--- src/rtl/pulse_to_level_stretcher_pkg.sv ---
// Shared definitions for the pulse-to-level stretcher.
// State encoding and default counter width.
package pulse_stretch_pkg;

    localparam int DEF_CNT_W = 8;

    localparam logic [1:0] ST_IDLE   = 2'd0;
    localparam logic [1:0] ST_ACTIVE = 2'd1;
    localparam logic [1:0] ST_GAP    = 2'd2;

endpackage

--- src/rtl/pulse_to_level_stretcher_if.sv ---
// Trigger/level bundle between a strobe source and the stretcher.
// The master drives triggers and length; the slave returns the level and status.
interface pulse_to_level_stretcher_if #(
    parameter int CNT_W = 8
);

    logic             pulse_in;
    logic [CNT_W-1:0] len;
    logic             level_out;
    logic             busy;
    logic             overrun;

    modport master (
        output pulse_in,
        output len,
        input  level_out,
        input  busy,
        input  overrun
    );

    modport slave (
        input  pulse_in,
        input  len,
        output level_out,
        output busy,
        output overrun
    );

endinterface

--- src/rtl/pulse_to_level_stretcher_load_down_counter.sv ---
// Loadable down-counter with a zero flag.
// Load wins over decrement; the owner never decrements at zero.
module load_down_counter #(
    parameter int W = 8
) (
    input  logic         clk,
    input  logic         reset,
    input  logic         load,
    input  logic [W-1:0] load_val,
    input  logic         dec,
    output logic         zero
);

    logic [W-1:0] cnt;

    // Count register: clear, load or step down.
    always_ff @(posedge clk) begin
        if (reset) begin
            cnt <= '0;
        end else if (load) begin
            cnt <= load_val;
        end else if (dec) begin
            cnt <= cnt - W'(1);
        end
    end

    assign zero = (cnt == '0);

endmodule

--- src/rtl/pulse_to_level_stretcher.sv ---
// Stretches single-cycle triggers into a level of programmable width,
// with optional retrigger and a dead window after each level.
import pulse_stretch_pkg::*;

module pulse_to_level_stretcher #(
    parameter int CNT_W     = DEF_CNT_W,
    parameter int RETRIGGER = 0,
    parameter int HOLDOFF   = 2
) (
    input logic                       clk,
    input logic                       reset,
    pulse_to_level_stretcher_if.slave bus
);

    localparam bit         RETRIG  = (RETRIGGER != 0);
    localparam bit         HAS_GAP = (HOLDOFF != 0);
    localparam logic [7:0] GAP_LD  = 8'((HOLDOFF > 0) ? HOLDOFF - 1 : 0);

    logic             reg_pulse;
    logic [1:0]       state;
    logic [1:0]       state_nxt;
    logic [CNT_W-1:0] len_ld;
    logic             cnt_load;
    logic             cnt_dec;
    logic             cnt_zero;
    logic             gcnt_load;
    logic             gcnt_dec;
    logic             gcnt_zero;
    logic             drop;
    logic             level_q;
    logic             busy_q;
    logic             overrun_q;

    // A zero length behaves as a one-cycle stretch.
    assign len_ld = (bus.len == '0) ? '0 : bus.len - CNT_W'(1);

    // Input register: the FSM only ever sees the delayed trigger.
    always_ff @(posedge clk) begin
        if (reset) begin
            reg_pulse <= 1'b0;
        end else begin
            reg_pulse <= bus.pulse_in;
        end
    end

    // Next-state and counter control; a reload beats the exit on the last cycle.
    always_comb begin
        state_nxt = state;
        cnt_load  = 1'b0;
        cnt_dec   = 1'b0;
        gcnt_load = 1'b0;
        gcnt_dec  = 1'b0;
        drop      = 1'b0;
        case (state)
            ST_IDLE: begin
                if (reg_pulse) begin
                    cnt_load  = 1'b1;
                    state_nxt = ST_ACTIVE;
                end
            end
            ST_ACTIVE: begin
                if (reg_pulse && RETRIG) begin
                    cnt_load = 1'b1;
                end else begin
                    drop = reg_pulse;
                    if (!cnt_zero) begin
                        cnt_dec = 1'b1;
                    end else if (HAS_GAP) begin
                        gcnt_load = 1'b1;
                        state_nxt = ST_GAP;
                    end else begin
                        state_nxt = ST_IDLE;
                    end
                end
            end
            ST_GAP: begin
                drop = reg_pulse;
                if (gcnt_zero) begin
                    state_nxt = ST_IDLE;
                end else begin
                    gcnt_dec = 1'b1;
                end
            end
            default: begin
                state_nxt = ST_IDLE;
            end
        endcase
    end

    // State and registered outputs, decoded from the state being entered.
    always_ff @(posedge clk) begin
        if (reset) begin
            state     <= ST_IDLE;
            level_q   <= 1'b0;
            busy_q    <= 1'b0;
            overrun_q <= 1'b0;
        end else begin
            state     <= state_nxt;
            level_q   <= (state_nxt == ST_ACTIVE);
            busy_q    <= (state_nxt == ST_ACTIVE) || (state_nxt == ST_GAP);
            overrun_q <= drop;
        end
    end

    assign bus.level_out = level_q;
    assign bus.busy      = busy_q;
    assign bus.overrun   = overrun_q;

    load_down_counter #(
        .W (CNT_W)
    ) u_cnt (
        .clk      (clk),
        .reset    (reset),
        .load     (cnt_load),
        .load_val (len_ld),
        .dec      (cnt_dec),
        .zero     (cnt_zero)
    );

    load_down_counter #(
        .W (8)
    ) u_gcnt (
        .clk      (clk),
        .reset    (reset),
        .load     (gcnt_load),
        .load_val (GAP_LD),
        .dec      (gcnt_dec),
        .zero     (gcnt_zero)
    );

endmodule

--- src/flat_wrapper.sv ---
// flat-port wrapper written by rule: the top's interface ports become plain ports
module pulse_to_level_stretcher_flat 
#(
    parameter int CNT_W     = DEF_CNT_W,
    parameter int RETRIGGER = 0,
    parameter int HOLDOFF   = 2
)
  (clk, reset, bus_pulse_in, bus_len, bus_level_out, bus_busy, bus_overrun);
  pulse_to_level_stretcher_if #(.CNT_W(CNT_W)) bus_i ();
  input logic clk;
  input logic reset;
  input wire logic [$bits(bus_i.pulse_in)-1:0] bus_pulse_in;
  input wire logic [$bits(bus_i.len)-1:0] bus_len;
  output wire logic [$bits(bus_i.level_out)-1:0] bus_level_out;
  output wire logic [$bits(bus_i.busy)-1:0] bus_busy;
  output wire logic [$bits(bus_i.overrun)-1:0] bus_overrun;
  assign bus_i.pulse_in = bus_pulse_in;
  assign bus_i.len = bus_len;
  assign bus_level_out = bus_i.level_out;
  assign bus_busy = bus_i.busy;
  assign bus_overrun = bus_i.overrun;
  pulse_to_level_stretcher #(.CNT_W(CNT_W), .RETRIGGER(RETRIGGER), .HOLDOFF(HOLDOFF)) u_core (.clk(clk), .reset(reset), .bus(bus_i));
endmodule
--- config.mk ---
export PLATFORM = sky130hd
export DESIGN_NAME = pulse_to_level_stretcher_flat
export DESIGN_NICKNAME = d
export VERILOG_FILES = /design/src/rtl/pulse_to_level_stretcher_pkg.sv /design/src/rtl/pulse_to_level_stretcher_if.sv /design/src/rtl/pulse_to_level_stretcher_load_down_counter.sv /design/src/rtl/pulse_to_level_stretcher.sv /design/src/flat_wrapper.sv
export SDC_FILE = /design/constraint.sdc
export NUM_CORES = 1
export LEC_CHECK = 0
export BUFFER_PORTS_ARGS = -buffer_cell sky130_fd_sc_hd__buf_4
export CAP_MARGIN = 10
export CORE_MARGIN = 2
export CORE_UTILIZATION = 50
export DETAILED_ROUTE_END_ITERATION = 16
export GPL_ROUTABILITY_DRIVEN = 0
export GPL_TIMING_DRIVEN = 0
export HOLD_SLACK_MARGIN = 0.05
export MAX_ROUTING_LAYER = met4
export PLACE_DENSITY = 0.67
export SYNTH_ARGS = -nofsm -noshare
export SYNTH_HDL_FRONTEND = slang
export SYNTH_HIERARCHICAL = 1
export SYNTH_SLANG_ARGS = --single-unit
--- constraint.sdc ---
create_clock -name clk -period 3.36 [get_ports clk]
set_input_delay 0.336 -clock clk [delete_from_list [all_inputs] [get_ports clk]]
set_output_delay 0.336 -clock clk [all_outputs]
set_load 0.01 [all_outputs]
==> results.json <==
{
  "tightest_slew_ns": 0.621,
  "clock_path_buffers": 2,
  "fp.dieH_um": 58.1,
  "cts_tree": "done",
  "cap_viol_max_count": 0,
  "area_growth_syn_to_layout_pct": 14.5,
  "clock_skew_ns": 0.0131,
  "async_flop_share_pct": 0,
  "yosysSeqAreaShare_pct": 30.1,
  "clk_pin_slew_ns": 0.14,
  "vias_per_cell": 5.57,
  "hpwl_mm": 2.19,
  "diodes": 0,
  "cts-resized-gates": 0,
  "cts_hold_buf": 0,
  "synth_seq_cells": 22,
  "ys.flop_type": "dfxtp_1",
  "rsz0062_at_grt": "no",
  "worstSetupStartpointType": "flop",
  "synthCells": 174,
  "place_worst_setup_slack_ns": 0.789,
  "slew_viol_final": 0,
  "crit_path_end_kind": "flop",
  "drc": 0,
  "drive_gt1_share_pct": 16.8,
  "die_area_um2": 3370,
  "hold_viol_final": 0,
  "vdd_ir_drop_max_v": 0.000270,
  "required_ns": 3.60,
  "fin_hold_ws_ns": 0.209,
  "grt_antenna_before_repair": 0,
  "layout.nets": 221,
  "first_pass_iters": 4,
  "post-cts-setup-buffer-count": 0,
  "synth_area_per_cell_um2": 8.40,
  "setup_viol": 0,
  "critical_path_class": "reg2reg",
  "grt_overflow_total": 0,
  "outcome": "complete, no violations",
  "first_iter_violations": 70,
  "start_util_pct": 53.0,
  "ant_nets": 0,
  "portBuffers": 13,
  "cts_buffers": 3,
  "fin_setup_tns_ns": 0,
  "die-width_um": 58.1,
  "grt_pass1_vias": 1197,
  "fmax_mhz": 394,
  "synth_edf_count": 0,
  "h-tree-depth": 1,
  "grt_pass1_wl_mm": 5.22,
  "period_needed_ns": 2.54,
  "crit_fanout": 10,
  "core_area_um2": 2760,
  "wl_per_cell_um": 12.7,
  "pwr_density_cell_nw_per_um2": 423,
  "slew_headroom_pct": 58.0,
  "cts.sinks": 22,
  "root_buffer": "clkbuf_4",
  "ys_warn_count": 6,
  "fin_util_pct": 60.7,
  "row_count": 19,
  "clk_latency_ns": 0.32,
  "grt_max_degree": 14,
  "power_leakage_nw": 0.653,
  "fillers": 256,
  "hold_class": "in2reg",
  "track_usage_pct": 20.2,
  "setup_ws_ns": 0.820,
  "ioPinCount": 14,
  "yosys.cell_types.count": 41,
  "post-route-period-util_pct": 75.6,
  "syn_area_um2": 1460,
  "worstPathArrival_ns": 2.78,
  "wl_mm": 2.89,
  "vias": 1270
}
## sequential cells by signal (all words and copies together) (netlist names)
register              flops
u_core/u_cnt/cnt          8
u_core/u_gcnt/cnt         8
u_core/state              2
u_core/bus.busy           1
u_core/bus.level_out      1
u_core/bus.overrun        1
u_core/reg_pulse          1
## synth_stat cells (3+ instances only)
| library cell | n | share of area [%] |
|---|---|---|
| inv_1 | 12 | 3.1 |
| a211oi_1 | 4 | 2.1 |
| nor2_1 | 24 | 6.2 |
| dfxtp_1 | 22 | 30 |
| ha_1 | 12 | 10 |
| o31ai_1 | 3 | 1.5 |
| nor2b_1 | 6 | 2.6 |
| nor4b_1 | 4 | 2.4 |
| xor2_1 | 4 | 2.4 |
| nor3_1 | 6 | 2.1 |
| and2_1 | 3 | 1.3 |
| a21oi_1 | 6 | 2.1 |
| nand2_1 | 12 | 3.1 |
| xnor2_1 | 4 | 2.4 |
| a311oi_1 | 6 | 3.6 |
| mux2_2 | 3 | 2.3 |
## power by group
part | switching, mW | internal [mW]
sequential | 0.0290 | 0.287
clock | 0.0867 | 0.121
combinational | 0.0946 | 0.0900
## critical path: stages (launching register included)
cell	delay [ns]
dfxtp_1	0.36
or4_4	0.56
nor4b_1	0.59
and2_1	0.36
inv_1	0.11
clkbuf_1	0.23
a211oi_1	0.26
## logic make-up (layout without fill, tap and decap cells)
group	count (synthesis)	count (layout)	share of synthesized area (%)
DFF	22	22	30.1
and+or+nand+nor	77	77	31.0
other	2	8	0.514
buffers and inverters	18	35	4.79
adders and majority gates	12	12	10.3
AOI/OAI and AO/OA	32	32	16.2
muxes	3	3	2.31
xor gates and xnor gates	8	8	4.79
## layout by cell type, fill, tap and decap left out, drive strengths merged, types with 2 or more instances in the layout
cell	n
a211oi	4
a21o	2
a21oi	6
a311oi	6
a31o	2
and2	3
buf	17
clkbuf	5
conb	8
dfxtp	22
ha	12
inv	12
mux2	3
nand2	12
nand4	2
nor2	24
nor2b	6
nor3	7
nor3b	2
nor4b	5
nor4bb	2
o211ai	2
o21ai	2
o221ai	2
o31ai	3
o41ai	2
or3	2
or4	6
or4b	2
xnor2	4
xor2	4
## cell type report
cell class | instances | area, µm² | area share [%]
multi-input combinational | 140 | 973 | 58.2
sequential | 22 | 440 | 26.3
timing repair buffer | 13 | 97.6 | 5.83
inverter | 12 | 45.0 | 2.69
tap | 31 | 38.8 | 2.32
clock inverter | 1 | 30.0 | 1.80
buffer | 6 | 25.0 | 1.50
clock buffer | 3 | 22.5 | 1.35
## through the flow
stage,cells,total power [mW],instance area (µm²)
6_report,228,0.708,1670
5_1_grt,228,0.754,1670
4_1_cts,228,0.716,1670
3_5_place_dp,224,0.506,1620
3_3_place_gp,224,0.497,1620
2_1_floorplan,180,0.452,1480
## metal layers
| layer | global-route usage, % | part of all wire, % |
|---|---|---|
| met5 | - | 0 |
| met4 | 5.65 | 0.73 |
| met3 | 3.35 | 2.3 |
| met2 | 31.5 | 46 |
| met1 | 26.9 | 51 |
## worst paths after layout
check                                 endpoint                        startpoint  cells after the start  slack (ns)
min reg2reg      u_core/bus.overrun$_SDFF_PP0_       u_core/reg_pulse$_SDFF_PP0_                      2        0.48
min                 u_core/bus.busy$_SDFF_PP0_                             reset                      2        0.21
max reg2reg  u_core/u_gcnt/cnt[2]$_SDFFE_PP0P_  u_core/u_cnt/cnt[4]$_SDFFE_PP0P_                      6        0.82
max          u_core/u_gcnt/cnt[2]$_SDFFE_PP0P_  u_core/u_cnt/cnt[4]$_SDFFE_PP0P_                      6        0.82
Note: power is estimated with default switching activity, not from simulation.
